--- config.mk ---
export PLATFORM = sky130hd
export DESIGN_NAME = eth_10g_tx_pkt_arbiter
export DESIGN_NICKNAME = d
export VERILOG_FILES = /design/src/rtl/eth_10g_tx_pkt_arbiter.sv
export SDC_FILE = /design/constraint.sdc
export NUM_CORES = 1
export LEC_CHECK = 0
export CAP_MARGIN = 25
export CORE_UTILIZATION = 30
export CTS_CLUSTER_DIAMETER = 120
export CTS_CLUSTER_SIZE = 10
export DETAILED_ROUTE_END_ITERATION = 8
export HOLD_SLACK_MARGIN = 0.08
export PLACE_DENSITY = 0.81
export SETUP_SLACK_MARGIN = 0.05
export SKIP_CTS_REPAIR_TIMING = 1
export SYNTH_ARGS = -nofsm -noshare
export SYNTH_HDL_FRONTEND = slang
export SYNTH_SLANG_ARGS = --single-unit
--- constraint.sdc ---
create_clock -name clk -period 5 [get_ports clk]
set_input_delay 1.5 -clock clk [delete_from_list [all_inputs] [get_ports clk]]
set_output_delay 1.5 -clock clk [all_outputs]
set_load 0.1 [all_outputs]
--- src/rtl/eth_10g_tx_pkt_arbiter.sv ---
// eth_10g_tx_pkt_arbiter
// Packet-granular two-input round-robin arbiter in front of the 10G MAC TX
// Avalon-ST datapath. It locks the grant from SOP through EOP so that frames
// never interleave. Ready latency is 0 on all ports.
//
// Ports:
//   clk, reset             rising-edge clock, synchronous active-high reset
//   in0_* / in1_*          source streams (valid/ready/data/error/sop/eop/empty)
//   out_*                  merged stream toward the MAC TX datapath
//   grant                  one-hot current owner {in1,in0}; 2'b00 when idle
//   pkt_cnt0 / pkt_cnt1    wrapping count of frames accepted from in0 / in1
module eth_10g_tx_pkt_arbiter #(
   parameter int unsigned CNT_W = 32
) (
   input  logic             clk,
   input  logic             reset,
   input  logic             in0_valid,
   output logic             in0_ready,
   input  logic [63:0]      in0_data,
   input  logic [2:0]       in0_error,
   input  logic             in0_startofpacket,
   input  logic             in0_endofpacket,
   input  logic [2:0]       in0_empty,
   input  logic             in1_valid,
   output logic             in1_ready,
   input  logic [63:0]      in1_data,
   input  logic [2:0]       in1_error,
   input  logic             in1_startofpacket,
   input  logic             in1_endofpacket,
   input  logic [2:0]       in1_empty,
   input  logic             out_ready,
   output logic             out_valid,
   output logic [63:0]      out_data,
   output logic [2:0]       out_error,
   output logic             out_startofpacket,
   output logic             out_endofpacket,
   output logic [2:0]       out_empty,
   output logic [1:0]       grant,
   output logic [CNT_W-1:0] pkt_cnt0,
   output logic [CNT_W-1:0] pkt_cnt1
);

   typedef enum logic [1:0] {
      IDLE = 2'b00,
      OWN0 = 2'b01,
      OWN1 = 2'b10
   } state_t;

   state_t state, state_nxt;
   logic   last, last_nxt;
   logic   req0, req1, any_req, win1;
   logic   eop_acc;

   // Only an SOP beat may request; stray mid-frame beats are simply held.
   assign req0    = in0_valid & in0_startofpacket;
   assign req1    = in1_valid & in1_startofpacket;
   assign any_req = req0 | req1;
   // in1 wins when it is the only requester, or both request and in0 went last.
   assign win1    = req1 & (~req0 | ~last);
   assign eop_acc = out_valid & out_ready & out_endofpacket;

   // State register
   always_ff @(posedge clk) begin
      if (reset) begin
         state <= IDLE;
         last  <= 1'b1;
      end else begin
         state <= state_nxt;
         last  <= last_nxt;
      end
   end

   // Next-state: arbitrate from IDLE, or in the same cycle the EOP is accepted
   // so the next owner's SOP can go out with no bubble.
   always_comb begin
      state_nxt = state;
      last_nxt  = last;
      if ((state == IDLE) || eop_acc) begin
         if (any_req) begin
            state_nxt = win1 ? OWN1 : OWN0;
            last_nxt  = win1;
         end else begin
            state_nxt = IDLE;
         end
      end
   end

   // Output mux: owner's stream passes straight through
   always_comb begin
      in0_ready         = 1'b0;
      in1_ready         = 1'b0;
      out_valid         = 1'b0;
      out_data          = '0;
      out_error         = '0;
      out_startofpacket = 1'b0;
      out_endofpacket   = 1'b0;
      out_empty         = '0;
      grant             = 2'b00;
      case (state)
         OWN0: begin
            grant             = 2'b01;
            in0_ready         = out_ready;
            out_valid         = in0_valid;
            out_data          = in0_data;
            out_error         = in0_error;
            out_startofpacket = in0_startofpacket;
            out_endofpacket   = in0_endofpacket;
            out_empty         = in0_empty;
         end
         OWN1: begin
            grant             = 2'b10;
            in1_ready         = out_ready;
            out_valid         = in1_valid;
            out_data          = in1_data;
            out_error         = in1_error;
            out_startofpacket = in1_startofpacket;
            out_endofpacket   = in1_endofpacket;
            out_empty         = in1_empty;
         end
         default: ;
      endcase
   end

   // Per-source frame counters, bumped on the accepted EOP beat
   always_ff @(posedge clk) begin
      if (reset) begin
         pkt_cnt0 <= '0;
         pkt_cnt1 <= '0;
      end else if (eop_acc) begin
         if (state == OWN0) pkt_cnt0 <= pkt_cnt0 + CNT_W'(1);
         if (state == OWN1) pkt_cnt1 <= pkt_cnt1 + CNT_W'(1);
      end
   end

endmodule

Word-level counts from Yosys, hierarchy flattened
Cells that the tools add are included.

word-level totals
  input port bits = 149
  register bits after elaboration = 67
  logic and storage cells = 33

operators by class
  muxes and demuxes = 11
  equality and inequality tests = 2
  bitwise operators = 9
  add/subtract/negate cells = 2
  reduce and logical (&&, ||, !) cells = 5

operators by type and width
  cell                                            number
  one-hot mux 64 bit (2 select lines)             1
  adder 32 x 1 -> 32 bit (second input constant)  2
  one-hot mux 3 bit (2 select lines)              2
  one-hot mux 1 bit (2 select lines)              3
  AND reduction 2 bit                             3
  AND 1 bit                                       5
  2-to-1 mux 2 bit                                2
  one-hot mux 2 bit (2 select lines)              1
  == test 2 x 1 -> 1 bit (second input constant)  1
  == test 2 bit (second input constant)           1
  zero test 2 bit                                 1
  2-to-1 mux 1 bit                                2
  NOT 1 bit                                       2
  OR 1 bit                                        2
  logical OR 1 bit                                1

Longest topological paths before layout
Gate-level depths: netlist of the first run.

  word-level depth = 6
  depth in mapped cells = 9

Worst setup path after synthesis of the first run
OpenSTA, ideal clock, no wires.

  kind = input to output
  start = input port in1_valid
  end = output port out_valid
  arrival time = 2.983 ns
  slack = 0.517 ns
  buffers on the path = 0
  stages on the path = 2
  path through = a22oi_1 -> nor2b_1

on the way
  word-level cells in the longest chain between the ends = 1

RTL lines
  item                                line  source
  from (decl)                         24    input logic in1_valid,
  one-hot mux 1 bit (2 select lines)  99    case (state)
  to (decl)                           32    output logic out_valid,

No other way between the ends.

Final worst setup path of the first run
  start = input port in0_valid
  end = output port out_valid

on the way
  word-level cells in the longest chain between the ends = 1

RTL lines
  item                                line  source
  from (decl)                         17    input logic in0_valid,
  one-hot mux 1 bit (2 select lines)  99

No other way between the ends.

==> results of run 1 <==
layer usage:
metal | vias up | GRT usage | part of all wire
met2 | 227 | 0.349 | 0.48
met5 | - | 0 | 0
met4 | 0 | 0.0389 | 0.0088
met1 | 2434 | 0.266 | 0.40
met3 | 15 | 0.0906 | 0.11
li1 | 2548 | - | -
worst reg2reg max path: cells and delay by family, from the launching register on:
| family | cells | cell delay (ps) |
|---|---|---|
| AOI/OAI and AO/OA | 2 | 510 |
| and+or+nand+nor | 3 | 1200 |
| buffers and inverters | 2 | 690 |
| adders and majority gates | 1 | 220 |
| DFF | 1 | 340 |
kinds of logic after synthesis:
logic type / synth area share
AOI/OAI and AO/OA: 0.166
and+or+nand+nor: 0.357
muxes: 0.00486
buffers and inverters: 0.0458
xor gates and xnor gates: 0.100
DFF: 0.307
adders and majority gates: 0.0200
worst max-delay path by stage:
stage / startpoint / end
2_1_floorplan: in1_valid / out_valid
3_3_place_gp: in1_valid / out_valid
3_5_place_dp: in1_valid / out_valid
4_1_cts: in0_valid / out_valid
5_1_grt: in1_valid / out_valid
6_report: in0_valid / out_valid
placed cells by master, fill, tap and decap left out, types with 2 or more instances in the layout:
cell	instances
dfxtp_1	67
or3_1	10
clkbuf_16	9
nor2_1	60
nor2b_1	73
a21oi_1	15
xnor2_1	38
nand3_1	20
nand2_1	28
o21ai_0	9
a22oi_1	72
nor3_1	8
nor4_1	29
bufinv_16	2
clkinvlp_4	3
or3_4	2
and3_1	3
and4_1	9
xor2_1	12
buf_12	7
ha_1	4
nand4_1	21
nand3b_1	2
ha_2	3
buf_4	77
inv_6	2
clkdlybuf4s50_1	213
inv_1	11
area by class of cell:
cell class / instances / area, sq um
fill: 1294 / 6410
timing repair buffer: 298 / 2860
multi-input combinational: 439 / 2840
sequential: 67 / 1340
clock buffer: 9 / 225
tap: 180 / 225
clock inverter: 7 / 100
inverter: 11 / 41.3
power groups by stage:
stage          sequential [mW]  combinational (mW)  clock, mW
2_1_floorplan            0.548               0.175          0
3_3_place_gp             0.548               0.339          0
3_5_place_dp             0.549               0.340          0
4_1_cts                  0.537               0.341      0.698
5_1_grt                  0.537               0.358      0.723
6_report                 0.537               0.339      0.691
sequential cells by signal, summed over array words and instances (netlist names):
register,count
pkt_cnt1,32
last,1
pkt_cnt0,32
state,2
through the flow:
step	util	instances
final	0.543	1011
after CTS	0.543	1011
after global placement	0.520	995
after detailed placement	0.520	995
after floorplan	-	557
after global routing	0.543	1011
==> impl_results.md, run 1 <==
* Wire per inst at 16.9 microns
* EDFF count, synth at 0
* Crit path max fanout at 5
* Cell area after layout at 7630 sq um
* Pre-CTS setup slack at 807 ps
* Crit Path Class: input port to output port
* Final hold vios at 0
* Top cell type's share of synthesized area at 0.307
* CTS Buffer Depth at 2
* CTS tree: done
* Layout area overhead at 74.4%
* Outcome: finished clean
* Net Sw Power at 0.431 mW
* Crit-path cells: clkdlybuf4s50_1 -> a22oi_1 -> nor2b_1 -> buf_12
* Reg2Reg Launch Point: state[0]
* Max frequency at 238 MHz
* Max_slew headroom at 0.306
* Clock Latency Late Sink at 330 ps
* CTS sink count at 67
* Largest net degree at the start of global routing at 74
* Core footprint at 14000 sq um
* ANT nets after route at 0
* Count leader, synth: nor2b_1
* Worst-Margin Slew at 1040 ps
* Worst Hold Depth at 2
* Total number of vias at 5224
* Crit path time final at 4210 ps
* Avg Inst Size Synth at 7.86 sq um
* DP HPWL at 13000 microns
* I/O Pins at 290
* Ys Warns at 0
* Largest stage delay, worst path at 550 ps
* Die W at 123 microns
* # H-tree levels at 3
* Leakage at 2.53 nW
* FFs w/ async S/R, synth at 0
* Mapped Cells at 557
* WHS Endpoint: state[1]
* I/O Buffers at 289
* Combinational share of power at 0.216
* Buf/Inv on CP at 2
* Syn_nets at 713
* Biggest area consumer among synthesized cells: dfxtp_1
* Fin Hold WS at 498 ps
* Commonest cells post-synth: 73 x nor2b_1, 72 x a22oi_1, 67 x dfxtp_1
* Starting Density at 0.312
* Power Density at 205 nW/um^2
* Setup TNS at 0 ps
* Clock-pin slew on the worst setup and hold paths at 60 ps
* Reg2reg end: pkt_cnt1[21]
* Final wirelength at 17100 microns
* Final-report setup violation count at 0
* R2R depth at 8
* Clock Tree Root: clkbuf_16
* First-pass DRT Iterations at 5
* Top FF cell, synth: dfxtp_1
* Post-synthesis cell area at 4380 sq um
* Arrival time of the worst setup path at 2710 ps
* Flop2flop setup slack at 1950 ps
* Die Footprint at 15100 sq um
* Most area-consuming cells after synthesis: dfxtp_1 31%, a22oi_1 12%, nor2b_1 10%, xnor2_1 7.6%, nor2_1 5.1%
* Stages on the worst setup path at 4
* Part of the power in registers at 0.343
* Worst Setup Start Kind: input port
* Sequential area share after synthesis at 0.307
* Crit path capture type: output port
* # diodes at 0
* Std cell rows at 43
* Share of cells above drive strength 1 at 0.141
* Die Ht at 123 microns
* First-pass GRT wire length at 25100 microns
* Clock power frac at 0.441
* Pint at 1.14 mW
* CP max-delay cell: clkdlybuf4s50_1
* Max-slew violations at 0
* Setup Skew at 7.45 ps
* Period utilisation layout at 0.841
* Critical Path RT at 3500 ps
* Initial antenna violation count at 0
* Total GRT Usage at 0.215
* Final Power at 1.57 mW
* CP top delay family: buffers and inverters
* Drt drc at 0
* Post-DP Area at 7300 sq um
* RSZ-0062 raised after global routing: false
* #FFs+latches synth at 67
* MaxCap Viol Count at 0
* Total CTS buffers at 9
* Synth cell types at 46
* Max VDD drop at 0.203 mV
* Net count, final at 982
* Hold WC Path Type: flop to flop
* Switching Fraction at 0.275
* Final worst setup slack at 794 ps
* 1st-iter DRT viols at 312
* Via-to-Cell Ratio at 5.17
* HP Start: state[1]
* Total grt overflow at 0
* Final GP Congestion at 0.820
* Vias in the first global route at 4727
Power figures use the tool's default switching activity.
==> run 2, diff against run 1 <==
Clock period 5 ns to 3.96 ns, I/O delays scaled along.
==> impl_results.md, run 2 (synthesis gave the netlist of run 1 again) <==
* Most frequent cells in the layout: 172 x clkdlybuf4s50_1, 79 x buf_12, 73 x nor2b_1
* Period utilisation layout at 0.903
* Core footprint at 14000 sq um (unchanged)
* Arrival time of the worst setup path at 2390 ps (-320 ps)
* Max-slew violations at 0 (unchanged)
* Final wirelength at 18100 microns (+5.9%)
* Fin Hold WS at 506 ps (+8.02 ps)
* Switching Fraction at 0.284 (+0.00913)
* First-pass DRT Iterations at 5 (unchanged)
* RSZ-0062 raised after global routing: false
* CTS sink count at 67 (unchanged)
* CP max-delay cell: clkdlybuf4s50_1
* Layout area overhead at 92.4%
* Setup TNS at 0 ps (unchanged)
* 1st-iter DRT viols at 394 (+26%)
* Combinational share of power at 0.256 (+0.040)
* First-pass GRT wire length at 26900 microns (+7.4%)
* Clock Latency Late Sink at 340 ps (about the same)
* I/O Pins at 290 (unchanged)
* Crit path max fanout at 5 (unchanged)
* Die W at 123 microns (unchanged)
* Final GP Congestion at 0.872 (+6.3%)
* Final Util at 0.600 (+0.0562)
* Part of the power in registers at 0.359 (+0.016)
* Clock Tree Root: clkbuf_16
* Wire per inst at 17.8 microns (+5.3%)
* Net count, final at 988 (+0.61%)
* CTS tree: done
* Total GRT Usage at 0.236 (+0.0207)
* CP top delay family: buffers and inverters
* Top flop regs: pkt_cnt0 x32, pkt_cnt1 x32, state x2
* Total grt overflow at 0 (unchanged)
* Final-report setup violation count at 0 (unchanged)
* Worst Setup Start Kind: input port
* Total CTS buffers at 9 (unchanged)
* Std cell rows at 43 (unchanged)
* DP HPWL at 14200 microns (+9.2%)
* Clock power frac at 0.385 (-0.056)
* Hold WC Path Type: flop to flop
* CTS Buffer Depth at 2 (unchanged)
* Leakage at 2.82 nW (+12%)
* Die Footprint at 15100 sq um (unchanged)
* Power Density at 224 nW/um^2 (+9.3%)
* I/O Buffers at 289 (unchanged)
* Vias in the first global route at 4934 (+4.4%)
* Max frequency at 280 MHz
* ANT nets after route at 0 (unchanged)
* Drt drc at 0 (unchanged)
* Non-Filler Instances at 1017 (+0.59%)
* Placed cells at 1001 (+0.60%)
* Initial antenna violation count at 1 (+1)
* Max_slew headroom at 0.343 (+0.0365)
* Critical Path RT at 2770 ps (-730 ps)
* Setup Skew at 6.51 ps (-0.941 ps)
* Final hold vios at 0 (unchanged)
* Starting Density at 0.312 (unchanged)
* Share of cells above drive strength 1 at 0.195 (+0.0542)
* Pint at 1.35 mW (+19%)
* Worst-Margin Slew at 983 ps (-54.6 ps)
* Max VDD drop at 0.218 mV (+7.3%)
* Total number of vias at 5305 (+1.6%)
* Crit path capture type: output port
* Die Ht at 123 microns (unchanged)
* Crit-path cells: clkdlybuf4s50_1 -> a22oi_1 -> nor2b_1 -> buf_12
* Post-DP Area at 8150 sq um (+12%)
* MaxCap Viol Count at 0 (unchanged)
* Clock-pin slew on the worst setup and hold paths at 50 ps (about the same)
* # H-tree levels at 3 (unchanged)
* Net Sw Power at 0.537 mW (+25%)
* Largest stage delay, worst path at 570 ps (+20 ps)
* Crit Path Class: input port to output port
* Cell area after layout at 8420 sq um (+10%)
* Largest net degree at the start of global routing at 49 (-34%)
* Outcome: finished clean
* Commonest non-fill, non-tap cell in the layout: clkdlybuf4s50_1
* Buf/Inv on CP at 2 (unchanged)
* Via-to-Cell Ratio at 5.22 (+0.95%)
* Crit path time final at 3580 ps
run 2: path summary, 6_finish.rpt:
path | slack (ps) | depth (start not counted) | start | to
setup reg to reg | 1220 | 8 | state[1] | pkt_cnt1[26]
hold reg to reg | 510 | 2 | state[1] | state[1]
setup / recovery | 380 | 4 | in0_valid | out_valid
hold / removal | 510 | 2 | state[1] | state[1]
run 2: layout make-up:
class	instances	area, sq um
Sequential cell	67	1340
Clock inverter	5	30.0
Timing Repair Buffer	304	3700
Antenna cell	1	2.50
Inverter	11	41.3
Clock buffer	10	239
Multi-Input combinational cell	439	2840
Fill cell	1173	5620
Tap cell	180	225
run 2: power groups by stage:
stage	logic, mW	clock network, mW	registers, mW
final	0.483	0.728	0.678
after global routing	0.507	0.775	0.678
after CTS	0.483	0.745	0.678
after detailed placement	0.482	0	0.693
after global placement	0.478	0	0.693
after floorplan	0.221	0	0.692
run 2: routing by layer:
| metal | track usage | vias up | wire length (microns) |
|---|---|---|---|
| li1 | - | 2557 | - |
| met1 | 0.277 | 2482 | 6830 |
| met2 | 0.386 | 248 | 8940 |
| met3 | 0.111 | 18 | 2120 |
| met4 | 0.0579 | 0 | 186 |
| met5 | 0 | - | 0 |
run 2: worst min-delay path, stage by stage, from the launching register on:
cell and delay, ps:
dfxtp_1 340, nand2_1 70, a21oi_1 50
run 2: stage by stage:
stage               total power, mW  setup slack (ps)
detailed placement             1.17               424
global route                   1.96               235
CTS                            1.91               375
global placement               1.17               452
finish                         1.89               384
floorplan                     0.913               101
==> run 3, diff against run 2 <==
Settings changed: PLACE_DENSITY 0.81 to not set, PLACE_DENSITY_LB_ADDON set to 0.25, SKIP_CTS_REPAIR_TIMING 1 to not set.
==> impl_results.md, run 3 (synthesis gave the netlist of run 1 again) <==
* CP Launch Point: in0_valid
* Net Sw Power at 0.531 mW (-1.2%)
* Setup Skew at 4.93 ps (-1.58 ps)
* Final wirelength at 18700 microns (+3.6%)
* Total number of vias at 5328 (+0.43%)
* Die W at 123 microns (unchanged)
* Crit-path cells: clkdlybuf4s50_1 -> a22oi_1 -> nor2b_1 -> buf_12
* Initial antenna violation count at 0 (-1)
* Final GP Congestion at 0.804 (-7.8%)
* MaxCap Viol Count at 0 (unchanged)
* RSZ-0062 raised after global routing: false
* 1st-iter DRT viols at 510 (+29%)
* Power Density at 249 nW/um^2 (+11%)
* Hold WC Path Type: flop to flop
* # diodes at 0 (-1)
* Worst-Margin Slew at 1040 ps (+55.6 ps)
* HP Start: state[1]
* ANT nets after route at 0 (unchanged)
* Max_slew headroom at 0.308 (-0.0350)
* Max frequency at 282 MHz (+0.73%)
* Pint at 1.58 mW (+17%)
* Total GRT Usage at 0.239 (+0.00325)
* Crit path max fanout at 5 (unchanged)
* Worst Setup Start Kind: input port
* Most frequent cells in the layout: 176 x clkdlybuf4s50_1, 78 x buf_12, 73 x nor2b_1
* Net count, final at 987 (-0.10%)
* Sequential cell area at 1340 sq um (unchanged)
* CTS tree: done
* Clock-pin slew on the worst setup and hold paths at 50 ps (about the same)
* Layout area overhead at 94.3%
* Via-to-Cell Ratio at 5.24 (+0.53%)
* Top flop regs: pkt_cnt0 x32, pkt_cnt1 x32, state x2
* PostCTS Resize Cnt at 0
* Combinational share of power at 0.226 (-0.030)
* Starting Density at 0.312 (unchanged)
* Core footprint at 14000 sq um (unchanged)
* Crit path time final at 3550 ps (-26.0 ps)
* Largest stage delay, worst path at 550 ps (-20 ps)
* I/O Buffers at 289 (unchanged)
* Hold buffer count at cts at 0
* Crit Path Class: input port to output port
* # fillers at 1174 (+0.085%)
* Post-CTS Setup Bufs at 0
* Setup TNS at 0 ps (unchanged)
* Post-DP Area at 8140 sq um (-0.12%)
* Arrival time of the worst setup path at 2360 ps (-30 ps)
* CP max-delay cell: clkdlybuf4s50_1
* Std cell rows at 43 (unchanged)
* First-pass GRT wire length at 27600 microns (+2.4%)
* Leakage at 2.85 nW (+1.1%)
* Final hold vios at 0 (unchanged)
* # H-tree levels at 3 (unchanged)
* First-pass DRT Iterations at 5 (unchanged)
* Part of the power in registers at 0.321 (-0.038)
* Total CTS buffers at 9 (unchanged)
* Commonest non-fill, non-tap cell in the layout: clkdlybuf4s50_1
* Die Ht at 123 microns (unchanged)
* Buf/Inv on CP at 2 (unchanged)
* Vias in the first global route at 4966 (+0.65%)
* Clock Latency Late Sink at 330 ps (about the same)
* Final-report setup violation count at 0 (unchanged)
* CTS Buffer Depth at 2 (unchanged)
* Outcome: finished clean
* Clock Tree Root: clkbuf_16
* Max VDD drop at 0.213 mV (-2.2%)
* CP top delay family: buffers and inverters
* Total grt overflow at 0 (unchanged)
* Reg2Reg Launch Point: state[1]
* Footprint of the multi-input gates at 2840 sq um (unchanged)
* Clock power frac at 0.453 (+0.068)
* Wire per inst at 18.4 microns (+3.7%)
* CTS sink count at 67 (unchanged)
* Period utilisation layout at 0.896 (-0.00658)
* Largest net degree at the start of global routing at 62 (+27%)
* Max-slew violations at 0 (unchanged)
* Share of cells above drive strength 1 at 0.190 (-0.00478)
* Cell area after layout at 8500 sq um (+0.95%)
* Critical Path RT at 2770 ps (about the same)
* Crit path capture type: output port
* DP HPWL at 14700 microns (+3.7%)
* I/O Pins at 290 (unchanged)
* Switching Fraction at 0.251 (-0.0331)
* Die Footprint at 15100 sq um (unchanged)
* Drt drc at 0 (unchanged)
[run 3: worst reg2reg max path: cells and delay by family, from the launching register on]
family	cells	cell delay (ps)
AOI/OAI and AO/OA	2	270
adders and majority gates	1	400
buffers and inverters	3	680
DFF	1	340
and+or+nand+nor	3	970
[run 3: layout make-up]
cell class	count	area share
sequential	67	0.158
multi-input combinational	439	0.334
tap	180	0.0265
timing repair buffer	303	0.434
inverter	11	0.00486
clock buffer	12	0.0314
clock inverter	4	0.0112
[run 3: metrics by stage]
step           instances  worst slack, ps  hold WS, ps  utilization  power (mW)
2_1_floorplan        557              101          465            -       0.913
3_3_place_gp        1000              409          484        0.580        1.17
3_5_place_dp        1000              418          499        0.580        1.17
4_1_cts             1016              390          507        0.605        2.13
5_1_grt             1016              296          521        0.605        2.18
6_report            1016              410          505        0.605        2.11
[run 3: worst paths after layout]
path | cells past startpoint | slack [ps] | to
min | 2 | 510 | state[1]
max reg2reg | 9 | 1130 | pkt_cnt0[31]
min reg2reg | 2 | 510 | state[1]
max | 4 | 410 | out_valid
[run 3: per-layer routing]
layer  track usage  vias up  part of all wire
met5             0        -                 0
met3         0.108       22             0.099
met1         0.284     2540              0.39
li1              -     2555                 -
met4        0.0534        0             0.014
met2         0.393      211              0.50
[run 3: power by group through the flow]
stage	clock network [mW]	registers [mW]	logic, mW
after floorplan	0	0.692	0.221
after global placement	0	0.693	0.474
after detailed placement	0	0.693	0.476
after CTS	0.971	0.678	0.478
after global routing	1.00	0.678	0.501
final	0.956	0.678	0.478
